$ cat src/rtl/my_associative_buffer_driver.sv
// my_associative_buffer_driver
//
// Requester-side driver for my_associative_buffer. An op arrives over a
// valid/ready handshake and is executed as:
//   IDLE -> LOOKUP (key presented, buffer read sampled)
//        -> COMMIT (buffer ctrl = op code for one cycle)
//        -> RESP   (pre-update hit/data offered until consumed)
// The driver also sequences the buffer's display trigger and blocks ops
// for DISPLAY_BLOCK_CYCLES cycles after each trigger.
//
// Every output is a register. There is no combinational path from op_* or
// resp_ready_i to any output.
//
// Ctrl encoding: NOP=0, CLR=1, LOAD=2, INCR=3. Any other code is issued as NOP.
//
// Ports:
//   clk_i, rst_i                  clock, asynchronous active-high reset
//   op_valid_i / op_ready_o       op request handshake
//   op_code_i, op_key_i,
//   op_data_i                     op code, key, and LOAD data
//   display_req_i                 single-cycle display request
//   resp_valid_o / resp_ready_i   response handshake
//   resp_hit_o, resp_data_o       pre-op hit flag and data (0 on miss)
//   buf_ctrl_o, buf_key_o,
//   buf_data_o                    command bus to the buffer
//   buf_data_output_i,
//   buf_data_valid_i              look-up result from the buffer
//   buf_trigger_display_o         one-cycle display trigger to the buffer
//   hit_count_o, miss_count_o     saturating look-up statistics
//                                 (present only with the macro below)
//
// Optional feature macro: MY_ASSOCIATIVE_BUFFER_DRIVER_STATS_EN
`ifndef MY_ASSOCIATIVE_BUFFER_CTRL_WIDTH
`define MY_ASSOCIATIVE_BUFFER_CTRL_WIDTH 2
`endif

module my_associative_buffer_driver #(
    parameter int unsigned CTRL_WIDTH           = `MY_ASSOCIATIVE_BUFFER_CTRL_WIDTH,
    parameter int unsigned KEY_WIDTH            = 8,
    parameter int unsigned DATA_WIDTH           = 8,
    parameter int unsigned DISPLAY_BLOCK_CYCLES = 450_000_000
) (
    input  logic                  clk_i,
    input  logic                  rst_i,
    input  logic                  op_valid_i,
    output logic                  op_ready_o,
    input  logic [CTRL_WIDTH-1:0] op_code_i,
    input  logic [KEY_WIDTH-1:0]  op_key_i,
    input  logic [DATA_WIDTH-1:0] op_data_i,
    input  logic                  display_req_i,
    output logic                  resp_valid_o,
    input  logic                  resp_ready_i,
    output logic                  resp_hit_o,
    output logic [DATA_WIDTH-1:0] resp_data_o,
    output logic [CTRL_WIDTH-1:0] buf_ctrl_o,
    output logic [KEY_WIDTH-1:0]  buf_key_o,
    output logic [DATA_WIDTH-1:0] buf_data_o,
    input  logic [DATA_WIDTH-1:0] buf_data_output_i,
    input  logic                  buf_data_valid_i,
    output logic                  buf_trigger_display_o
`ifdef MY_ASSOCIATIVE_BUFFER_DRIVER_STATS_EN
    ,
    output logic [15:0]           hit_count_o,
    output logic [15:0]           miss_count_o
`endif
);

    localparam logic [CTRL_WIDTH-1:0] CtrlNop  = CTRL_WIDTH'(0);
    localparam logic [CTRL_WIDTH-1:0] CtrlClr  = CTRL_WIDTH'(1);
    localparam logic [CTRL_WIDTH-1:0] CtrlLoad = CTRL_WIDTH'(2);
    localparam logic [CTRL_WIDTH-1:0] CtrlIncr = CTRL_WIDTH'(3);

    // Counter only ever holds DISPLAY_BLOCK_CYCLES-1 down to 0.
    localparam int unsigned CntW =
        (DISPLAY_BLOCK_CYCLES > 1) ? $clog2(DISPLAY_BLOCK_CYCLES) : 1;

    typedef enum logic [2:0] {
        StIdle,
        StLookup,
        StCommit,
        StResp,
        StDisplay
    } state_e;

    state_e                state_q;
    logic [CTRL_WIDTH-1:0] code_q;
    logic                  pending_q;
    logic [CntW-1:0]       cnt_q;
    logic                  op_ready_q;
    logic                  resp_valid_q;
    logic                  resp_hit_q;
    logic [DATA_WIDTH-1:0] resp_data_q;
    logic [CTRL_WIDTH-1:0] buf_ctrl_q;
    logic [KEY_WIDTH-1:0]  buf_key_q;
    logic [DATA_WIDTH-1:0] buf_data_q;
    logic                  trigger_q;
`ifdef MY_ASSOCIATIVE_BUFFER_DRIVER_STATS_EN
    logic [15:0]           hit_count_q;
    logic [15:0]           miss_count_q;
`endif

    logic code_legal;
    always_comb begin
        code_legal = (code_q == CtrlNop) || (code_q == CtrlClr) ||
                     (code_q == CtrlLoad) || (code_q == CtrlIncr);
    end

    always_ff @(posedge clk_i or posedge rst_i) begin
        if (rst_i) begin
            state_q      <= StIdle;
            code_q       <= CtrlNop;
            pending_q    <= 1'b0;
            cnt_q        <= '0;
            op_ready_q   <= 1'b1;
            resp_valid_q <= 1'b0;
            resp_hit_q   <= 1'b0;
            resp_data_q  <= '0;
            buf_ctrl_q   <= CtrlNop;
            buf_key_q    <= '0;
            buf_data_q   <= '0;
            trigger_q    <= 1'b0;
`ifdef MY_ASSOCIATIVE_BUFFER_DRIVER_STATS_EN
            hit_count_q  <= '0;
            miss_count_q <= '0;
`endif
        end else begin
            unique case (state_q)
                StIdle: begin
                    if (op_valid_i) begin
                        // Op wins over a simultaneous display request, which is deferred.
                        code_q     <= op_code_i;
                        buf_key_q  <= op_key_i;
                        buf_data_q <= op_data_i;
                        op_ready_q <= 1'b0;
                        state_q    <= StLookup;
                        if (display_req_i) begin
                            pending_q <= 1'b1;
                        end
                    end else if (display_req_i || pending_q) begin
                        trigger_q  <= 1'b1;
                        cnt_q      <= CntW'(DISPLAY_BLOCK_CYCLES - 1);
                        pending_q  <= 1'b0;
                        op_ready_q <= 1'b0;
                        state_q    <= StDisplay;
                    end
                end
                StLookup: begin
                    resp_hit_q  <= buf_data_valid_i;
                    resp_data_q <= buf_data_valid_i ? buf_data_output_i : '0;
                    buf_ctrl_q  <= code_legal ? code_q : CtrlNop;
                    state_q     <= StCommit;
                    if (display_req_i) begin
                        pending_q <= 1'b1;
                    end
`ifdef MY_ASSOCIATIVE_BUFFER_DRIVER_STATS_EN
                    if (buf_data_valid_i) begin
                        if (hit_count_q != 16'hFFFF) begin
                            hit_count_q <= hit_count_q + 16'd1;
                        end
                    end else if (miss_count_q != 16'hFFFF) begin
                        miss_count_q <= miss_count_q + 16'd1;
                    end
`endif
                end
                StCommit: begin
                    buf_ctrl_q   <= CtrlNop;
                    resp_valid_q <= 1'b1;
                    state_q      <= StResp;
                    if (display_req_i) begin
                        pending_q <= 1'b1;
                    end
                end
                StResp: begin
                    if (display_req_i) begin
                        pending_q <= 1'b1;
                    end
                    if (resp_ready_i) begin
                        resp_valid_q <= 1'b0;
                        op_ready_q   <= 1'b1;
                        state_q      <= StIdle;
                    end
                end
                StDisplay: begin
                    // Requests arriving here are dropped, not deferred.
                    trigger_q <= 1'b0;
                    if (cnt_q == '0) begin
                        op_ready_q <= 1'b1;
                        state_q    <= StIdle;
                    end else begin
                        cnt_q <= cnt_q - CntW'(1);
                    end
                end
                default: begin
                    buf_ctrl_q   <= CtrlNop;
                    trigger_q    <= 1'b0;
                    resp_valid_q <= 1'b0;
                    op_ready_q   <= 1'b1;
                    state_q      <= StIdle;
                end
            endcase
        end
    end

    assign op_ready_o            = op_ready_q;
    assign resp_valid_o          = resp_valid_q;
    assign resp_hit_o            = resp_hit_q;
    assign resp_data_o           = resp_data_q;
    assign buf_ctrl_o            = buf_ctrl_q;
    assign buf_key_o             = buf_key_q;
    assign buf_data_o            = buf_data_q;
    assign buf_trigger_display_o = trigger_q;
`ifdef MY_ASSOCIATIVE_BUFFER_DRIVER_STATS_EN
    assign hit_count_o           = hit_count_q;
    assign miss_count_o          = miss_count_q;
`endif

endmodule

$ cat config.mk
export PLATFORM = sky130hd
export DESIGN_NAME = my_associative_buffer_driver
export DESIGN_NICKNAME = d
export VERILOG_FILES = /design/src/rtl/my_associative_buffer_driver.sv
export SDC_FILE = /design/constraint.sdc
export NUM_CORES = 1
export LEC_CHECK = 0
export ABC_AREA = 1
export BUFFER_PORTS_ARGS = -buffer_cell sky130_fd_sc_hd__buf_4
export CORE_ASPECT_RATIO = 1.2
export CORE_MARGIN = 4
export CORE_UTILIZATION = 51
export DETAILED_ROUTE_END_ITERATION = 12
export GPL_ROUTABILITY_DRIVEN = 1
export HOLD_SLACK_MARGIN = 0.1
export PLACE_DENSITY = 0.84
export SLEW_MARGIN = 40
export SYNTH_ARGS = -nofsm -noshare
export SYNTH_HDL_FRONTEND = slang
export SYNTH_SLANG_ARGS = --single-unit
$ cat constraint.sdc
create_clock -name clk_i -period 1.8 [get_ports clk_i]
set_input_delay 0.18 -clock clk_i [delete_from_list [all_inputs] [get_ports clk_i]]
set_output_delay 0.18 -clock clk_i [all_outputs]
set_load 0.05 [all_outputs]
==> metrics list, run 1 <==
- Die footprint: 0.00848 sq mm
* Data required time of the critical path: 2.03 ns
- First-pass GRT wire length: 16.5 mm
- The final layout contains routed wiring with a total length of 9.69 mm.
- Yosys printed 0 warnings.
- After clock tree synthesis, the setup repair step added 0 buffers.
* Clock root buffer master: sky130_fd_sc_hd__clkbuf_8
- Final total negative setup slack: 0 ns
- Of all cell types, the one taking the most synthesized area is sky130_fd_sc_hd__dfrtp_1.
- Data arrival time of the worst path: 1.93 ns
* Kind of capture point of the worst setup path: register
- Ratio of cells with drive above 1 in the final layout: 0.256
- Along the worst path, the maximum fanout reaches 26.
* Reg2reg setup slack: 0.1 ns
- Port buffering added 61 buffers.
- Hold WC Path Type: input port to register
* CTS H-Tree Depth: 3
- Leakage Power: 0.00239 uW
- Total Power Consumption: 8280 uW
- Row count: 33
- Power density over the cells: 1730 mW/mm^2
* Average size of a mapped cell: 7.77 sq um
* Most frequent cells after synthesis: 167 x sky130_fd_sc_hd__nand2_1, 64 x sky130_fd_sc_hd__dfrtp_1, 48 x sky130_fd_sc_hd__nor2_1
- Crit share post-route: 0.945
* Number of remaining DRC errors: 0
- Outcome: finished clean
* Antenna Nets Post-Route: 0
- In this run the deepest clock path goes through 2 buffers.
- CTS tree: yes
- At the placement stage, the worst setup path has a slack of 0.0716 ns.
* Distinct cell type count of the synthesized netlist: 30
- Clock period minus final worst setup slack: 1.70 ns
- Synthesis produced a netlist whose cell count is 464.
- Number of flops mapped to enable cells by yosys: 0
- The via count of the first global-routing pass was 3619.
* Sw Pwr: 3990 uW
- Internal power of the cells: 4280 uW
- Average detailed-routed wire length per instance: 14.6 microns
* Clock Pin Slew Worst Setup and Hold Paths: 0.08 ns
- Largest net degree at the start of global routing: 32
- Global route total overflow: 0
* Maximum Capacitance Violations: 0
- Headroom to the max-slew limit: 0.641
* Count of state elements after synthesis: 65
- The share of the Yosys chip area taken by registers is 0.452.
- Compared with the post-synthesis result, the final layout area differs by 33.0%.
- Measured on the finished design, the core utilization comes to 0.700.
* Area of the placeable core: 0.00685 sq mm
- Post-synth top flop: sky130_fd_sc_hd__dfrtp_1
- Worst Max-Slew Pin Slew: 0.538 ns
- The max-slew violation total from the final report was 0.
* Placed cell count: 618
* Clock group share of total power: 0.183
* Critical Path Source Type: register
- The number of hold violations in the final report was 0.
- The repair_antennas step left the layout with diodes totalling 0.
* Clock Sinks: 65
* Crit path setup slack, layout: 0.0998 ns
- Via/cell ratio: 5.22
- Number of clock buffers inserted by TritonCTS: 9
* Initial core utilization: 0.526
- During I/O placement, the number of pins put on the boundary was 62.
- Portion of total power attributed to sequential cells: 0.299
* Worst voltage drop across the vdd grid: 0.00131 V
- Setup repair after global routing left no endpoint under its margin.
* Insertion delay to the later sink of the worst-skew pair: 0.34 ns
* Share of total power in combinational logic: 0.518
- In the global route stage, overall resource usage came out at 0.243.
- Final net count: 604
- The most common cell in the synthesized netlist is sky130_fd_sc_hd__nand2_1.
- Across all layers, the routed design uses 3456 vias.
- Final setup skew: 0.00993 ns
- Number of detailed-routing iterations run before antenna repair: 4
- Final GP Congestion: 0.897
* Crit Path Category: register to register
- Die height: 100 microns
- Timing would allow up to 588 MHz.
- The die is 84.7 microns wide.
- Final setup violating endpoints: 0
- By area the synthesized netlist is led by sky130_fd_sc_hd__dfrtp_1 44%, sky130_fd_sc_hd__nand2_1 17%, sky130_fd_sc_hd__nand3_1 6.1%.
* DRC violation total after the first TritonRoute iteration: 169
* Final cell count without fillers: 662
- Counting every net in the synthesized netlist gives 498.
- After legalization and detailed placement, the total HPWL measured 6.58 mm.
- Syn Std Cell Area: 0.00360 sq mm
- After synthesis, the share of flip-flops with an asynchronous set or reset is 1.00.
* Antenna violations before repair: 0
- Proportion of netlist area held by the largest area contributor: 0.444
- Switching part of the total power: 0.482
power by group through the flow:
stage / clock (uW) / combinational, uW / sequential, uW
3_3_place_gp: 0 / 4040 / 2460
2_1_floorplan: 0 / 1970 / 3510
4_1_cts: 1540 / 4220 / 2460
5_1_grt: 1590 / 4640 / 2530
3_5_place_dp: 0 / 4160 / 2470
6_report: 1520 / 4280 / 2470
registers in the layout, indices dropped and copies added, names as in the netlist:
register	cells
state_q	3
pending_q	1
buf_data_o	8
resp_hit_o	1
buf_trigger_display_o	1
resp_data_o	8
buf_ctrl_o	2
op_ready_o	1
code_q	2
resp_valid_o	1
cnt_q	29
buf_key_o	8
worst max-delay path, cell delays in order (launching register included):
cell and delay, ns:
sky130_fd_sc_hd__dfrtp_1 0.41, sky130_fd_sc_hd__nor2_1 0.17, sky130_fd_sc_hd__nand2_1 0.16, sky130_fd_sc_hd__nor2_2 0.17, sky130_fd_sc_hd__nand2_4 0.09, sky130_fd_sc_hd__o21ai_4 0.22
sky130_fd_sc_hd__nand2_8 0.18, sky130_fd_sc_hd__nand2_1 0.13, sky130_fd_sc_hd__o21ai_2 0.05
worst paths after layout:
check                                  to          from  cells past startpoint
max in group asynchronous  resp_data_o[5]         rst_i                      4
setup reg to reg                cnt_q[20]      cnt_q[4]                      8
hold reg to reg                op_ready_o    op_ready_o                      2
setup / recovery                cnt_q[20]      cnt_q[4]                      8
hold / removal                 state_q[1]  resp_ready_i                      4
min in group asynchronous   buf_data_o[4]         rst_i                      3
per-layer routing:
| metal | wire (microns) | global-route usage | up-vias |
|---|---|---|---|
| met5 | 0 | 0 | - |
| met4 | 331 | 0.123 | 0 |
| met3 | 714 | 0.0714 | 34 |
| met2 | 4740 | 0.404 | 116 |
| met1 | 3900 | 0.284 | 1630 |
| li1 | - | - | 1676 |
placed cells by master (no fill, tap or decap), types with 2 or more instances in the layout:
cell and count:
sky130_fd_sc_hd__nand2_2 9, sky130_fd_sc_hd__inv_2 2, sky130_fd_sc_hd__ha_1 2, sky130_fd_sc_hd__nor2_4 8, sky130_fd_sc_hd__xnor2_1 3, sky130_fd_sc_hd__nor2_8 2
sky130_fd_sc_hd__o21ai_2 16, sky130_fd_sc_hd__dfrtp_1 64, sky130_fd_sc_hd__nand3b_1 6, sky130_fd_sc_hd__nand2_4 4, sky130_fd_sc_hd__o21ai_0 8, sky130_fd_sc_hd__nor2_2 9
sky130_fd_sc_hd__xor2_1 6, sky130_fd_sc_hd__nor2_1 45, sky130_fd_sc_hd__nor3_1 4, sky130_fd_sc_hd__inv_1 35, sky130_fd_sc_hd__nand2_1 167, sky130_fd_sc_hd__dlygate4sd3_1 28
sky130_fd_sc_hd__clkinvlp_4 2, sky130_fd_sc_hd__nand4_1 10, sky130_fd_sc_hd__clkinv_1 2, sky130_fd_sc_hd__buf_4 75, sky130_fd_sc_hd__bufinv_16 3, sky130_fd_sc_hd__nand3_1 44
sky130_fd_sc_hd__buf_12 2, sky130_fd_sc_hd__clkbuf_8 9
logic make-up (layout without fill, tap and decap cells):
kind of cell	Yosys count	after routing	synth area share
buffers and inverters	51	162	0.0628
adders and majority gates	2	2	0.00694
xor gates and xnor gates	9	9	0.0219
DFF	65	65	0.452
AOI/OAI and AO/OA	28	28	0.0600
and+or+nand+nor	309	309	0.397
cell type report:
cell class	instances	area, sq um
Multi-Input combinational cell	348	1770
Clock inverter	6	115
Timing Repair Buffer	105	883
Tap cell	87	109
Sequential cell	65	1630
Fill cell	489	2060
Inverter	41	160
Clock buffer	10	128
metrics by stage:
stage | cell area [sq um] | hold WS, ns
6_report | 4790 | 0.127
5_1_grt | 4790 | 0.153
4_1_cts | 4770 | 0.106
3_5_place_dp | 4250 | 0.258
3_3_place_gp | 4250 | 0.247
2_1_floorplan | 3610 | 0.297
repair_timing:
| item | in CTS | in global routing |
|---|---|---|
| endpoints found under the hold margin | 48 | 0 |
| hold buffers | 28 | 0 |
| endpoints found under the setup margin | 0 | 13 |
| gates resized for setup | 0 | 5 |
No activity file was read; power rests on OpenSTA's default activity.
==> run 2, diff against run 1 <==
--- a/config.mk
+++ b/config.mk
@@ -9,11 +9,11 @@
 export BUFFER_PORTS_ARGS = -buffer_cell sky130_fd_sc_hd__buf_4
 export CORE_ASPECT_RATIO = 1.2
 export CORE_MARGIN = 4
-export CORE_UTILIZATION = 51
+export CORE_UTILIZATION = 56
 export DETAILED_ROUTE_END_ITERATION = 12
 export GPL_ROUTABILITY_DRIVEN = 1
 export HOLD_SLACK_MARGIN = 0.1
-export PLACE_DENSITY = 0.84
+export PLACE_DENSITY = 0.88
 export SLEW_MARGIN = 40
 export SYNTH_ARGS = -nofsm -noshare
 export SYNTH_HDL_FRONTEND = slang
==> constraint.sdc (replaced) <==
create_clock -name clk_i -period 1.87 [get_ports clk_i]
set_input_delay 0.187 -clock clk_i [delete_from_list [all_inputs] [get_ports clk_i]]
set_output_delay 0.187 -clock clk_i [all_outputs]
set_load 0.05 [all_outputs]
==> metrics list, run 2 (synthesis gave the netlist of run 1 again) <==
* Via/cell ratio: 5.45 (was 5.22)
* I/O Pins: 62 (unchanged)
- Wire length reported by the detailed router: 10.2 mm (was 9.69 mm)
* Average detailed-routed wire length per instance: 15.6 microns (was 14.6 microns)
- The number of hold violations in the final report came to 0 (unchanged).
* Final GP Congestion: 0.909 (was 0.897)
- Critical Path Source Type: register (unchanged)
- Antenna violations before repair: 0 (unchanged)
- Final setup violating endpoints: 0 (unchanged)
- Insertion delay to the later sink of the worst-skew pair: 0.35 ns (was 0.34 ns)
- Crit share post-route: 0.935 (was 0.945)
* Share of total power in combinational logic: 0.525 (was 0.518)
- Data required time of the critical path: 2.10 ns (was 2.03 ns)
- The count of nets after finishing was 600 (was 604).
- Outcome: finished clean (unchanged).
- Clock Pin Slew Worst Setup and Hold Paths: 0.08 ns (about the same)
- Leakage Power: 0.00237 uW (was 0.00239 uW)
* Internal power of the cells: 4000 uW (was 4280 uW)
- The multi-input gate area in the final layout came to 0.00177 sq mm (unchanged).
- The number of iterations in the first detailed-routing pass is 5 (was 4).
* Area grow syn2layout: 31.2% (was 33.0%)
- Number of fillers in the final layout: 433 (was 489)
- Clock Sinks: 65 (unchanged)
- Worst voltage drop across the vdd grid: 0.00128 V (was 0.00131 V)
* Switching part of the total power: 0.494 (was 0.482)
- Row count: 31 (was 33)
- Antenna diode count: 0 (unchanged)
- The leading cell type in the layout, fill and taps excluded is sky130_fd_sc_hd__nand2_1 (unchanged).
- IO buf count: 61 (unchanged)
- Dpl hpwl: 6.20 mm (was 6.58 mm)
- Kind of capture point of the worst setup path: register (unchanged)
- Data arrival time of the worst path: 1.98 ns (was 1.93 ns)
- The clock network fraction of total power was 0.173 (was 0.183).
* Max-slew violation count: 0 (unchanged)
* Clock root buffer master: sky130_fd_sc_hd__clkbuf_8 (unchanged)
- Global route total overflow: 0 (unchanged)
* Largest net degree at the start of global routing: 66 (was 32)
* Portion of total power attributed to sequential cells: 0.303 (was 0.299)
* Die height: 95.9 microns (was 100 microns)
- CTS H-Tree Depth: 3 (unchanged)
- The register with the most flip-flops is cnt_q (unchanged).
- The number of buffers added by the clock tree synthesis step came to 9 (unchanged).
- Total number of vias: 3558 (was 3456)
* DRC violation total after the first TritonRoute iteration: 335 (was 169)
- Die footprint: 0.00779 sq mm (was 0.00848 sq mm)
* Sw Pwr: 3900 uW (was 3990 uW)
- Final setup skew: 0.0118 ns (was 0.00993 ns)
- The final critical delay including setup and external delays was 1.75 ns (was 1.70 ns).
- The via count of the first global-routing pass is 3602 (was 3619).
* Area of the placeable core: 0.00613 sq mm (was 0.00685 sq mm)
* Worst Max-Slew Pin Slew: 0.567 ns (was 0.538 ns)
- Commonest cells after routing, fill and taps aside: 167 x sky130_fd_sc_hd__nand2_1, 72 x sky130_fd_sc_hd__buf_4, 64 x sky130_fd_sc_hd__dfrtp_1 (was 167 x sky130_fd_sc_hd__nand2_1, 75 x sky130_fd_sc_hd__buf_4, 64 x sky130_fd_sc_hd__dfrtp_1).
- DP Area: 0.00420 sq mm (was 0.00425 sq mm)
- Width of the die: 81.2 microns (was 84.7 microns)
- Timing-limited maximum frequency: 572 MHz (was 588 MHz)
- The total global routing track utilization was 0.283 (was 0.243).
* Final total negative setup slack: 0 ns (unchanged)
- Number of remaining DRC errors: 0 (unchanged)
- The power per cell area was 1670 mW/mm^2 (was 1730 mW/mm^2).
- Util after Layout: 0.772 (was 0.700)
- The finished layout cell area came to 0.00473 sq mm (was 0.00479 sq mm).
- The maximum root-to-sink buffer count came to 2 (unchanged).
- The ratio of cells with drive above 1 in the final layout is 0.249 (was 0.256).
- Headroom to the max-slew limit: 0.619 (was 0.641)
- Hold WC Path Type: input port to register (unchanged)
* Maximum Capacitance Violations: 0 (unchanged)
- Antenna Nets Post-Route: 0 (unchanged)
- CTS tree: yes (unchanged)
* Initial core utilization: 0.588 (was 0.526)
* Sequential cell area: 0.00163 sq mm (unchanged)
- Crit Path Category: register to register (unchanged)
- The flip-flop count of the largest register after layout came to 29 (unchanged).
- Peak fanout along the critical path: 26 (unchanged)
- The wire length of the first global-routing pass is 16.8 mm (was 16.5 mm).
- Unrepaired setup endpoints after global routing: no (unchanged)
run 2: what timing repair did:
action	4_1_cts	5_1_grt
hold buffers	27	0
endpoints found under the hold margin	90	0
setup endpoints to repair	0	19
setup buffers	0	2
gates resized for setup	0	4
run 2: critical path: stages (launching register included):
cell and delay, ns:
sky130_fd_sc_hd__dfrtp_1 0.46, sky130_fd_sc_hd__nor2_2 0.15, sky130_fd_sc_hd__nand2_2 0.09, sky130_fd_sc_hd__nor2_4 0.17
sky130_fd_sc_hd__nand2_4 0.09, sky130_fd_sc_hd__o21ai_4 0.26, sky130_fd_sc_hd__nand2_8 0.18, sky130_fd_sc_hd__nand2_1 0.15
sky130_fd_sc_hd__o21ai_2 0.06
run 2: layer usage:
layer  part of all wire  track usage  up-vias  wire [microns]
li1                   -            -     1668               -
met2               0.51        0.483      166            5200
met5                  0            0        -               0
met3              0.070       0.0796       34             714
met1               0.38        0.324     1690            3920
met4              0.037        0.138        0             380
run 2: area by class of cell:
class | count | area share
repair buffers | 101 | 0.180
well taps | 82 | 0.0217
multi-input cells | 348 | 0.375
inverters | 41 | 0.0331
clock inverters | 5 | 0.0169
flip-flops and latches | 65 | 0.344
clock buffers | 11 | 0.0299
run 2: worst paths after layout:
check | from | endpoint | slack, ns | cells past startpoint
min | op_valid_i | pending_q | 0.13 | 3
min reg2reg | op_ready_o | op_ready_o | 0.46 | 2
min in group asynchronous | rst_i | buf_data_o[5] | 0.47 | 4
max reg2reg | cnt_q[16] | cnt_q[20] | 0.12 | 8
max | cnt_q[16] | cnt_q[20] | 0.12 | 8
max in group asynchronous | rst_i | op_ready_o | 1.06 | 4
run 2: power groups by stage:
stage | Combinational (uW) | Clock, uW | Sequential, uW
after floorplan | 1890 | 0 | 3380
after global placement | 3840 | 0 | 2350
after detailed placement | 3960 | 0 | 2370
after CTS | 4020 | 1360 | 2360
after global routing | 4480 | 1420 | 2450
final | 4140 | 1360 | 2390
run 2: per-stage QoR:
step / worst slack (ns) / std cells / hold slack (ns) / total power (uW)
after global placement: 0.159 / 608 / 0.291 / 6200
after CTS: 0.0385 / 651 / 0.103 / 7740
after global routing: 0.0109 / 653 / 0.152 / 8340
final: 0.122 / 653 / 0.129 / 7900
after detailed placement: 0.0779 / 608 / 0.295 / 6330
after floorplan: 0.0582 / 464 / 0.304 / 5270
